$ cat config.mk
export PLATFORM = sky130hd
export DESIGN_NAME = des_iter_round_ctrl
export DESIGN_NICKNAME = d
export VERILOG_FILES = /design/src/rtl/des_pkg.sv /design/src/rtl/des_key_sched_step.sv /design/src/rtl/des_iter_round_ctrl.sv
export SDC_FILE = /design/constraint.sdc
export NUM_CORES = 1
export LEC_CHECK = 0
export ABC_CLOCK_PERIOD_IN_PS = 2950
export CAP_MARGIN = 20
export CORE_ASPECT_RATIO = 2
export CORE_MARGIN = 5
export CORE_UTILIZATION = 43
export CTS_CLUSTER_DIAMETER = 200
export CTS_CLUSTER_SIZE = 20
export DETAILED_ROUTE_END_ITERATION = 10
export PLACE_DENSITY = 0.79
export SETUP_SLACK_MARGIN = 0.1
export SYNTH_ARGS = -nofsm -noshare
export SYNTH_HDL_FRONTEND = slang
export SYNTH_SLANG_ARGS = --single-unit
export TNS_END_PERCENT = 10
$ cat constraint.sdc
create_clock -name clk -period 2.95 [get_ports clk]
set_clock_uncertainty 0.15 [all_clocks]
set_input_delay 0.59 -clock clk [delete_from_list [all_inputs] [get_ports clk]]
set_output_delay 0.59 -clock clk [all_outputs]
set_load 0.05 [all_outputs]
$ cat src/rtl/des_pkg.sv
// ============================================================================
// des_pkg
// Shared constants and helpers for the iterative DES round sequencer.
//   - Fixed DES widths (block, key, round key, half block, C/D half)
//   - Key-schedule rotation schedule and PC-2 selection table
//   - Sequencer state encoding
//   - 28-bit rotate helpers and a per-round shift lookup
// Bit ordering follows the DES standard: vector [1:N], bit 1 is the MSB.
// Revision: 1.0
// ============================================================================
`default_nettype none

package des_pkg;

  localparam int DES_BLK_W  = 64;
  localparam int DES_KEY_W  = 56;
  localparam int DES_RK_W   = 48;
  localparam int DES_HALF_W = 32;
  localparam int DES_CD_W   = 28;

  // Left-rotation amount applied to C/D before round r uses it (index r = 1..16).
  localparam logic [1:0] SHIFT [1:16] = '{
    2'd1, 2'd1, 2'd2, 2'd2, 2'd2, 2'd2, 2'd2, 2'd2,
    2'd1, 2'd2, 2'd2, 2'd2, 2'd2, 2'd2, 2'd2, 2'd1
  };

  // PC-2: round-key bit i is taken from C/D bit PC2[i].
  localparam int unsigned PC2 [1:DES_RK_W] = '{
    14, 17, 11, 24,  1,  5,  3, 28, 15,  6, 21, 10,
    23, 19, 12,  4, 26,  8, 16,  7, 27, 20, 13,  2,
    41, 52, 31, 37, 47, 55, 30, 40, 51, 45, 33, 48,
    44, 49, 39, 56, 34, 53, 46, 42, 50, 36, 29, 32
  };

  typedef enum logic [1:0] {
    IDLE  = 2'd0,
    ROUND = 2'd1,
    DONE  = 2'd2
  } des_state_t;

  // SHIFT[r] for r in 1..16; any other index yields no rotation.
  function automatic logic [1:0] shift_amt(input logic [4:0] r);
    logic [1:0] s;
    s = 2'd0;
    for (int i = 1; i <= 16; i++) begin
      if (r == 5'(i)) s = SHIFT[i];
    end
    return s;
  endfunction

  function automatic logic [1:DES_CD_W] rotl28(input logic [1:DES_CD_W] x,
                                               input logic [1:0]        n);
    case (n)
      2'd1:    return {x[2:DES_CD_W], x[1]};
      2'd2:    return {x[3:DES_CD_W], x[1:2]};
      default: return x;
    endcase
  endfunction

  function automatic logic [1:DES_CD_W] rotr28(input logic [1:DES_CD_W] x,
                                               input logic [1:0]        n);
    case (n)
      2'd1:    return {x[DES_CD_W], x[1:DES_CD_W-1]};
      2'd2:    return {x[DES_CD_W-1:DES_CD_W], x[1:DES_CD_W-2]};
      default: return x;
    endcase
  endfunction

endpackage

`default_nettype wire

$ cat src/rtl/des_key_sched_step.sv
// ============================================================================
// des_key_sched_step
// One combinational key-schedule step: PC-2 of the current C/D register and
// the C/D value for the next round (each 28-bit half rotated independently).
// Ports:
//   cd       in  [1:56] current C/D (C = [1:28], D = [29:56])
//   shift    in  [1:0]  rotation amount (0, 1 or 2)
//   decrypt  in  1      0 = rotate left (encrypt), 1 = rotate right (decrypt)
//   cd_next  out [1:56] rotated C/D
//   rk       out [1:48] round key PC2(cd)
// Revision: 1.0
// ============================================================================
`default_nettype none

module des_key_sched_step
  import des_pkg::*;
(
  input  logic [1:DES_KEY_W] cd,
  input  logic [1:0]         shift,
  input  logic               decrypt,
  output logic [1:DES_KEY_W] cd_next,
  output logic [1:DES_RK_W]  rk
);

  always_comb begin
    if (decrypt) begin
      cd_next = {rotr28(cd[1:DES_CD_W], shift), rotr28(cd[DES_CD_W+1:DES_KEY_W], shift)};
    end else begin
      cd_next = {rotl28(cd[1:DES_CD_W], shift), rotl28(cd[DES_CD_W+1:DES_KEY_W], shift)};
    end
  end

  always_comb begin
    rk = '0;
    for (int i = 1; i <= DES_RK_W; i++) begin
      rk[i] = cd[PC2[i]];
    end
  end

endmodule

`default_nettype wire

$ cat src/rtl/des_iter_round_ctrl.sv
// ============================================================================
// des_iter_round_ctrl
// Iterative DES round sequencer. Holds L/R and C/D, runs 16 rounds through
// an external combinational f-function (one round per cycle) and presents
// R16||L16 (pre-FP) until the consumer takes it.
// Optional feature: define DES_SEQ_ABORT_EN to add the 'abort' input, which
// drops an in-flight or held block and clears L/R and C/D.
// Ports:
//   clk, rst_n           clock, asynchronous active-low reset
//   abort                (DES_SEQ_ABORT_EN only) discard current block
//   in_valid/in_ready    input handshake
//   in_decrypt           1 = decrypt key order
//   in_block [1:64]      post-IP data, in_key [1:56] post-PC-1 key
//   f_r [1:32], f_k [1:48], f_res [1:32]  shared f-function interface
//   out_valid/out_ready  output handshake, out_block [1:64] = R16||L16
//   busy                 high while rounds are running
//   round_idx [3:0]      current round minus one, 0 outside ROUND
// Revision: 1.0
// ============================================================================
`default_nettype none

module des_iter_round_ctrl
  import des_pkg::*;
(
  input  logic                  clk,
  input  logic                  rst_n,
`ifdef DES_SEQ_ABORT_EN
  input  logic                  abort,
`endif
  input  logic                  in_valid,
  output logic                  in_ready,
  input  logic                  in_decrypt,
  input  logic [1:DES_BLK_W]    in_block,
  input  logic [1:DES_KEY_W]    in_key,
  output logic [1:DES_HALF_W]   f_r,
  output logic [1:DES_RK_W]     f_k,
  input  logic [1:DES_HALF_W]   f_res,
  output logic                  out_valid,
  input  logic                  out_ready,
  output logic [1:DES_BLK_W]    out_block,
  output logic                  busy,
  output logic [3:0]            round_idx
);

  des_state_t         state, state_nxt;
  logic [1:DES_BLK_W] lr;
  logic [1:DES_KEY_W] cd;
  logic [1:DES_KEY_W] cd_step;
  logic [4:0]         cnt;
  logic               decrypt;
  logic [1:0]         shift;
  logic               last_round;
  logic               accept;
  logic               abort_req;
  logic               abort_act;

`ifdef DES_SEQ_ABORT_EN
  assign abort_req = abort;
`else
  assign abort_req = 1'b0;
`endif
  // Abort only acts on a block in flight or held; in IDLE it merely blocks accept.
  assign abort_act  = abort_req & (state != IDLE);

  assign in_ready   = ~abort_req & ((state == IDLE) | ((state == DONE) & out_ready));
  assign accept     = in_valid & in_ready;
  assign last_round = (cnt == 5'd16);

  // Encrypt pre-rotates on load, so after round r it rotates by SHIFT[r+1];
  // decrypt starts from C0/D0 (== C16/D16) and walks the schedule backwards.
  always_comb begin
    shift = 2'd0;
    if (!last_round) begin
      shift = decrypt ? shift_amt(5'd17 - cnt) : shift_amt(cnt + 5'd1);
    end
  end

  des_key_sched_step u_key_step (
    .cd      (cd),
    .shift   (shift),
    .decrypt (decrypt),
    .cd_next (cd_step),
    .rk      (f_k)
  );

  assign f_r       = lr[DES_HALF_W+1:DES_BLK_W];
  assign out_block = {lr[DES_HALF_W+1:DES_BLK_W], lr[1:DES_HALF_W]};
  assign round_idx = (state == ROUND) ? 4'(cnt - 5'd1) : 4'd0;

  always_ff @(posedge clk or negedge rst_n) begin
    if (!rst_n) begin
      state <= IDLE;
    end else begin
      state <= state_nxt;
    end
  end

  always_comb begin
    state_nxt = state;
    out_valid = 1'b0;
    busy      = 1'b0;
    case (state)
      IDLE: begin
        if (accept) state_nxt = ROUND;
      end
      ROUND: begin
        busy = 1'b1;
        if (last_round) state_nxt = DONE;
      end
      DONE: begin
        out_valid = 1'b1;
        if (out_ready) state_nxt = accept ? ROUND : IDLE;
      end
      default: state_nxt = IDLE;
    endcase
    if (abort_act) state_nxt = IDLE;
  end

  always_ff @(posedge clk or negedge rst_n) begin
    if (!rst_n) begin
      lr      <= '0;
      cd      <= '0;
      cnt     <= 5'd0;
      decrypt <= 1'b0;
    end else if (abort_act) begin
      lr  <= '0;
      cd  <= '0;
      cnt <= 5'd0;
    end else if (accept) begin
      lr      <= in_block;
      cnt     <= 5'd1;
      decrypt <= in_decrypt;
      if (in_decrypt) begin
        cd <= in_key;
      end else begin
        cd <= {rotl28(in_key[1:DES_CD_W], 2'd1), rotl28(in_key[DES_CD_W+1:DES_KEY_W], 2'd1)};
      end
    end else if (state == ROUND) begin
      lr <= {lr[DES_HALF_W+1:DES_BLK_W], lr[1:DES_HALF_W] ^ f_res};
      cd <= cd_step;
      if (!last_round) cnt <= cnt + 5'd1;
    end
  end

endmodule

`default_nettype wire

==> impl.org, run 1 <==
** Min path
- In this run the worst hold path is classified as reg -> reg.
- Number of stages on the worst hold path :: 2
- Startpoint of the tightest hold check path :: lr[1]

** STA
- Slew of the pin with the lowest slew margin :: 0.668 ns
- Static timing analysis puts the maximum clock frequency at 347 MHz.
- Max-slew violations :: 0
- Share of the clock period used by the worst path after layout :: 0.976
- The number of failing hold endpoints at the final stage is 0.
- RSZ-0062 raised after global routing :: yes
- Final-report setup violation count :: 0
- Headroom to the max-slew limit came out at 0.553.
- Counting I/O delays and the setup requirement, the final critical path takes 2.88 ns.

** Synthesis
- Yosys printed 0 warnings.
- Net count after synthesis :: 1242
- Area fraction in compound gates after synthesis :: 0.242
- Number of synthesized flops with an enable pin :: 0
- Simple logic cell fraction of the synthesized area :: 0.142
- Synthesized cell area :: 9400 sq um
- Multiplexer share of the synthesized area :: 0.107
- Largest family of logic cells by synthesized area :: compound AO/OA/AOI/OAI gates
- Share of synthesized flip-flops with an asynchronous set or reset :: 1.00
- Of the total synthesized cell area, the portion taken by XOR and XNOR cells is 0.0398.
- Counting flops and latches in the post-synthesis netlist gives 128.
- Sequential element share of the synthesized area :: 0.341
- Counting distinct cell types in the post-synthesis netlist gives 51.
- Share of synthesized cell area in full adder, half adder and majority cells :: 0.00932
- After synthesis, the mean cell area works out to 8.72 sq um.
- In the synthesized netlist the dominant register cell turns out to be dfrtp_1.
- Synthesized instance count :: 1078

** Setup path
- Register-to-register path setup slack :: 0.07 ns
- Data on the critical path arrives at its endpoint at 3.04 ns.
- The critical path is of the reg -> reg type.
- Beginning of the critical path :: cnt[1]
- Launch point of the worst reg-to-reg path :: cnt[1]
- Crit Path Max Fanout :: 28
- CP max stage cell :: or4_4
- Endpoint required time on the critical path :: 3.11 ns
- Dominant cell type by count on the critical path :: buf_12
- Cell-by-cell trace of the critical path :: buf_6, ha_4, or4_4, nand3_2, or3_4, buf_12, o211ai_4, buf_4, a22o_4, buf_12, a41o_1
- The largest single stage delay on the critical path is 0.48 ns.
- STA classifies the critical path endpoint as a register.
- Critical Path Start Type :: register
- Length in cells of the worst reg-to-reg path :: 11

** Die
- Core Footprint :: 21600 sq um
- Number of ports placed on the die boundary :: 308
- The initial utilization of the core area, before any placement, comes to 0.435.
- Y dimension of the die :: 219 um
- Core Rows :: 76
- Area of the die :: 25100 sq um
- From left edge to right edge, the die measures 115 um.

** Detailed routing
- After detailed routing, the total wire length is 35600 um.
- For this block, the via count after detailed routing is 10000.
- The first detailed-routing pass took 9 iterations.
- In the final routed layout, each cell accounts on average for 22.4 um.
- Vias per cell :: 6.32
- After the first detailed-routing iteration, the DRC count stood at 1000.
- Count of unresolved DRC violations after routing :: 0
- Number of antenna-violating nets in the routed design :: 0

** Global route
- Via count of the first global-routing pass :: 10000
- The first global-routing pass estimated 52500 um of wire.
- The total overflow left after global routing is 0.
- The initial antenna violation count came to 1.
- Entering global routing, the biggest net connects 59 pins.
- Total global routing track utilization :: 0.262

** Final layout
- Counting the fill cells in the layout gives 1653.
- Of the cells placed in the final design, the portion with a size suffix greater than 1 is 0.193.
- Fraction of the core area covered by cells at the end of the flow :: 0.645
- Commonest non-fill, non-tap cells in the layout :: clkdlybuf4s50_1 (298), dfrtp_1 (125), nand2_1 (124)
- Synthesis-to-layout area growth :: 48.0%
- The library cell used most frequently in the layout, excluding fill and tap cells, is clkdlybuf4s50_1.
- At the end of the flow, the number of nets in the layout was 1469.
- Antenna cells :: 0

** Clocking
- Root cell of the clock tree :: clkbuf_16
- Clock-pin slew reported for the worst setup and hold paths after clock tree synthesis :: 0.06 ns
- Maximum level of the CTS H-tree :: 4
- The later pin in the worst-skew pair is clocked with a latency of 0.43 ns.
- TritonCTS built the clock tree.
- Maximum root-to-sink buffer count :: 2
- Clock sink count :: 128
- TritonCTS created 17 clock buffers.

** Run
- Across the run, the number of max-cap violations was 0.

** Status
- The flow ran to the end, and the final reports show no timing, DRC or antenna violations.

** Place
- In this run the tool buffered the top-level ports with 307 buffer cells.
- Final RePlAce weighted congestion :: 0.881
- Half-perimeter wire length after detailed placement :: 23000 um
sequential cells by signal (all words and copies together) (netlist names):
name	flops
decrypt	1
cd	56
state	2
cnt	5
lr	64
kinds of logic after synthesis:
logic type	Yosys count
simple gates	308
fa+ha+maj	7
compound gates	301
xor+xnor	41
flops	128
buf+inv	197
mux	96
routing by layer:
| layer | up-vias | global-route usage | wire, um |
|---|---|---|---|
| li1 | 4378 | - | - |
| met1 | 4775 | 0.282 | 11600 |
| met2 | 738 | 0.467 | 18900 |
| met3 | 157 | 0.0610 | 3450 |
| met4 | 0 | 0.136 | 1710 |
| met5 | - | 0 | 0 |
worst paths after layout:
check	end
max in group asynchronous	lr[33]
max	cd[50]
min reg2reg	lr[1]
min	lr[1]
min in group asynchronous	lr[22]
max reg2reg	cd[50]
layout make-up:
type | count | area (sq um) | share of cell area
flip-flops and latches | 128 | 3210 | 0.230
well taps | 273 | 342 | 0.0246
inverters | 9 | 37.5 | 0.00270
clock buffers | 17 | 425 | 0.0306
repair buffers | 396 | 4200 | 0.302
clock inverters | 15 | 138 | 0.00989
multi-input cells | 753 | 5560 | 0.400
Yosys cell counts, types with 5 or more instances:
master	count	area share
mux2_2	38	0.046
a41oi_2	10	0.017
a41oi_1	6	0.0056
nand3_1	72	0.038
inv_1	9	0.0036
nor2_1	87	0.035
dfrtp_1	128	0.34
buf_4	84	0.067
buf_2	26	0.014
ha_1	7	0.0093
a221oi_1	92	0.086
nand2_1	124	0.050
clkbuf_1	66	0.026
a21oi_1	50	0.027
a22oi_1	32	0.026
xnor2_1	38	0.035
a22o_1	18	0.017
o21ai_0	38	0.020
nand2b_1	5	0.0033
buf_1	8	0.0032
mux2i_1	58	0.062
a31oi_1	39	0.026
critical path, delay by kind of cell, from the launching register on:
family                     cells  cell delay [ns]
and+or+nand+nor                3             0.75
buffers and inverters          4             0.63
AOI/OAI and AO/OA              3             0.61
DFF                            1             0.46
adders and majority gates      1             0.16
through the flow:
stage	hold slack (ns)	worst slack (ns)	setup TNS, ns	instance area [sq um]	std cells
floorplan	0.144	0.131	0	9400	1078
global placement	0.357	0.0121	0	12300	1525
detailed placement	0.367	-0.0336	-0.220	12300	1525
CTS	0.383	0.0211	0	13200	1568
global route	0.404	-0.107	-0.155	13900	1591
finish	0.379	0.0695	0	13900	1591
what timing repair did:
item	4_1_cts	5_1_grt
setup buffers	6	13
gates resized for setup	16	70
hold buffers	1	0
pin swaps	3	18
hold endpoints to repair	17	0
gates cloned	4	10
setup endpoints to repair	56	56
Power of run 1 is left out: the tool's default activity adds up to more than one toggle a clock period on the data nets, which glitch-free logic cannot reach.
==> run 2, diff against run 1 <==
- ABC_CLOCK_PERIOD_IN_PS: 2950 -> 3300
- CORE_UTILIZATION: 43 -> 45
- clock period: 2.95 -> 3.3 ns (I/O delays scaled with it)
==> impl.org, run 2 (synthesis gave the netlist of run 1 again) <==
** Status
- The flow ran to the end, and the final reports show no timing, DRC or antenna violations.

** STA
- The clock period could shrink to 3.07 ns.
- Share of the clock period used by the worst path after layout :: 0.930
- The transition time of the tightest slew-check pin came to 0.659 ns (-0.00931 ns).
- Worst slew margin :: 0.559 (+0.00628)
- The number of failing hold endpoints at the final stage came to 0 (unchanged).
- Setup repair after global routing left no endpoint under its margin.
- Upper clock frequency limit :: 326 MHz
- Max-slew violations :: 0 (unchanged)
- The final worst hold slack was 0.373 ns (-0.00658 ns).
- Final-report setup violation count :: 0 (unchanged)
- The smallest setup slack after layout came to 0.230 ns (+0.160 ns).
- TNS Setup :: 0 ns (unchanged)

** Clocking
- The maximum buffer depth of the clock tree came to 2 (unchanged).
- The clock-pin slew on the worst setup and hold paths is 0.06 ns (about the same).
- The number of sinks on the clock net came to 128 (unchanged).
- The number of setup buffers added after CTS is 0 (-6).
- The cell sitting at the root of the clock tree is a clkbuf_16.
- CTS buffer count :: 17 (unchanged)
- Clock insertion delay at the later pin of the skew report :: 0.42 ns (about the same)
- The depth of the CTS H-tree is 4 (unchanged).
- Clock tree from TritonCTS :: done

** Global route
- The overall global routing resource usage came to 0.254 (-0.00749).
- Via count of the first global-routing pass :: 9308 (-7.2%)
- The leftover overflow at the end of global routing was 0 (unchanged).
- The maximum number of pins on one net before global-route repair is 60 (+1.7%).
- Antenna violations before repair :: 1 (unchanged)
- The wire length of the first global-routing pass is 50400 um (-3.8%).

** Setup path
- Critical Path Start Type :: register
- The largest fanout on the critical path was 6 (-79%).
- Endpoint required time on the critical path :: 2.49 ns (-0.62 ns)
- Category of the worst setup path capture point :: primary output
- Data arrival time of the worst path :: 2.26 ns (-0.78 ns)
- Length in cells of the worst reg-to-reg path :: 10 (-1)
- The worst register-to-register path begins at cnt[1].
- Register-to-register path setup slack :: 0.26 ns (+0.19 ns)
- In this run the critical register-to-register path is captured at cd[50].
- Crit Path Category :: reg -> out

** Run
- Reported max-cap violation count :: 0 (unchanged)

** Die
- Initial cell density of the core :: 0.457 (+0.0218)
- The top-level port count came to 308 (unchanged).
- The area enclosed by the die boundary came to 24000 sq um (-4.2%).
- The number of rows in the core area is 74 (-2.6%).
- Core Footprint :: 20600 sq um (-4.8%)
- The height of the die came to 214 um (-2.1%).
- The die width is 112 um (-2.1%).

** Detailed routing
- The average wire length per cell after detail routing was 21.3 um (-4.7%).
- Number of antenna-violating nets in the routed design :: 0 (unchanged)
- The mean number of vias per cell came to 6.12 (-3.1%).
- The number of vias after detailed routing is 9360 (-6.8%).
- The iteration-0 DRC count of the detailed router came to 592 (-41%).
- Number of detailed-route iterations in the first pass :: 6 (-3)
- Routed wire length :: 32600 um (-8.4%)
- Count of unresolved DRC violations after routing :: 0 (unchanged)

** Place
- Final RePlAce weighted congestion :: 0.871 (-1.2%)
- # port buffers :: 307 (unchanged)
- Half-perimeter wire length after detailed placement :: 21900 um (-4.7%)
- Worst slack at placement :: 0.255 ns (+0.288 ns)

** Min path
- The path with the worst hold slack has its endpoint at lr[5].
- In this run the most critical hold path is launched from lr[5].
- The path class of the tightest hold or removal check is reg -> reg.
- The number of cells on the worst hold path came to 2 (unchanged).

** Final layout
- The fraction of final layout cells sized beyond drive strength 1 was 0.113 (-0.0803).
- In the layout the commonest cells are clkdlybuf4s50_1 (301), dfrtp_1 (127), nand2_1 (124).
- The flip-flop count of the largest register, all copies and words added was 64 (unchanged).
- Final layout net count :: 1414 (-3.7%)
- Regs by FF count :: lr (64), cd (56), cnt (5)
- Sequential cell area :: 3200 sq um (about the same)
- Antenna cells :: 0 (unchanged)
- Leaving out fill and tap cells, the most frequent cell in the layout is clkdlybuf4s50_1.
- The multi-input combinational cell area was 5150 sq um (-7.4%).
- The number of fill cells came to 1735 (+5.0%).
- The register with the most flip-flops in the final layout is lr.
- Synthesis-to-layout area growth :: 36.3%
-- run 2: cell types whose count changed in the layout (fill, tap and decap cells not counted), sizes merged --
cell	delta
clkinv	-2
inv	+1
clkdlybuf4s50	+3
buf	-54
bufinv	+1
clkbuf	-3
clkinvlp	-1
-- run 2: per-stage QoR --
step / utilization / instance area (sq um) / std cells
final: 0.623 / 12800 / 1529
after global routing: 0.623 / 12800 / 1529
after CTS: 0.616 / 12700 / 1525
after detailed placement: 0.587 / 12100 / 1492
after global placement: 0.587 / 12100 / 1492
after floorplan: - / 9400 / 1078
-- run 2: layout make-up --
type / instances / area share
clock inverters: 14 / 0.0121
flip-flops and latches: 128 / 0.250
multi-input cells: 753 / 0.402
repair buffers: 341 / 0.273
clock buffers: 18 / 0.0343
inverters: 9 / 0.00274
well taps: 266 / 0.0260
-- run 2: worst max-delay path by stage --
stage | startpoint | slack (ns) | endpoint | cells after the start
2_1_floorplan | cnt[0] | 0.48 | cd[47] | 10
3_3_place_gp | cnt[0] | 0.30 | cd[17] | 9
3_5_place_dp | cnt[0] | 0.25 | cd[50] | 9
4_1_cts | cnt[1] | 0.21 | round_idx[1] | 4
5_1_grt | cnt[1] | 0.13 | round_idx[1] | 4
6_report | cnt[1] | 0.23 | round_idx[1] | 4
-- run 2: what timing repair did --
action                                 in CTS  in global routing
endpoints found under the hold margin      33                  0
setup endpoints to repair                   0                 43
hold buffers                                1                  0
gates resized for setup                     0                  7
-- run 2: layer usage --
metal,routed length (um),global-route usage,vias up
met5,7,0,-
met2,17200,0.461,520
li1,-,-,4249
met1,11400,0.284,4499
met4,1320,0.106,2
met3,2720,0.0545,90
-- run 2: worst max-delay path: stages, from the launching register on --
cell	delay, ns
dfrtp_2	0.44
inv_1	0.13
ha_2	0.29
nor2_1	0.11
clkdlybuf4s50_1	0.86
Power of run 2 is left out for the same reason.
==> run 3, diff against run 2 <==
- CTS_CLUSTER_DIAMETER: 200 -> 100
==> results of run 3 <==
Same layout as run 2: the final DEF is identical, and so are final timing and power.
Power of run 3 is left out for the same reason.
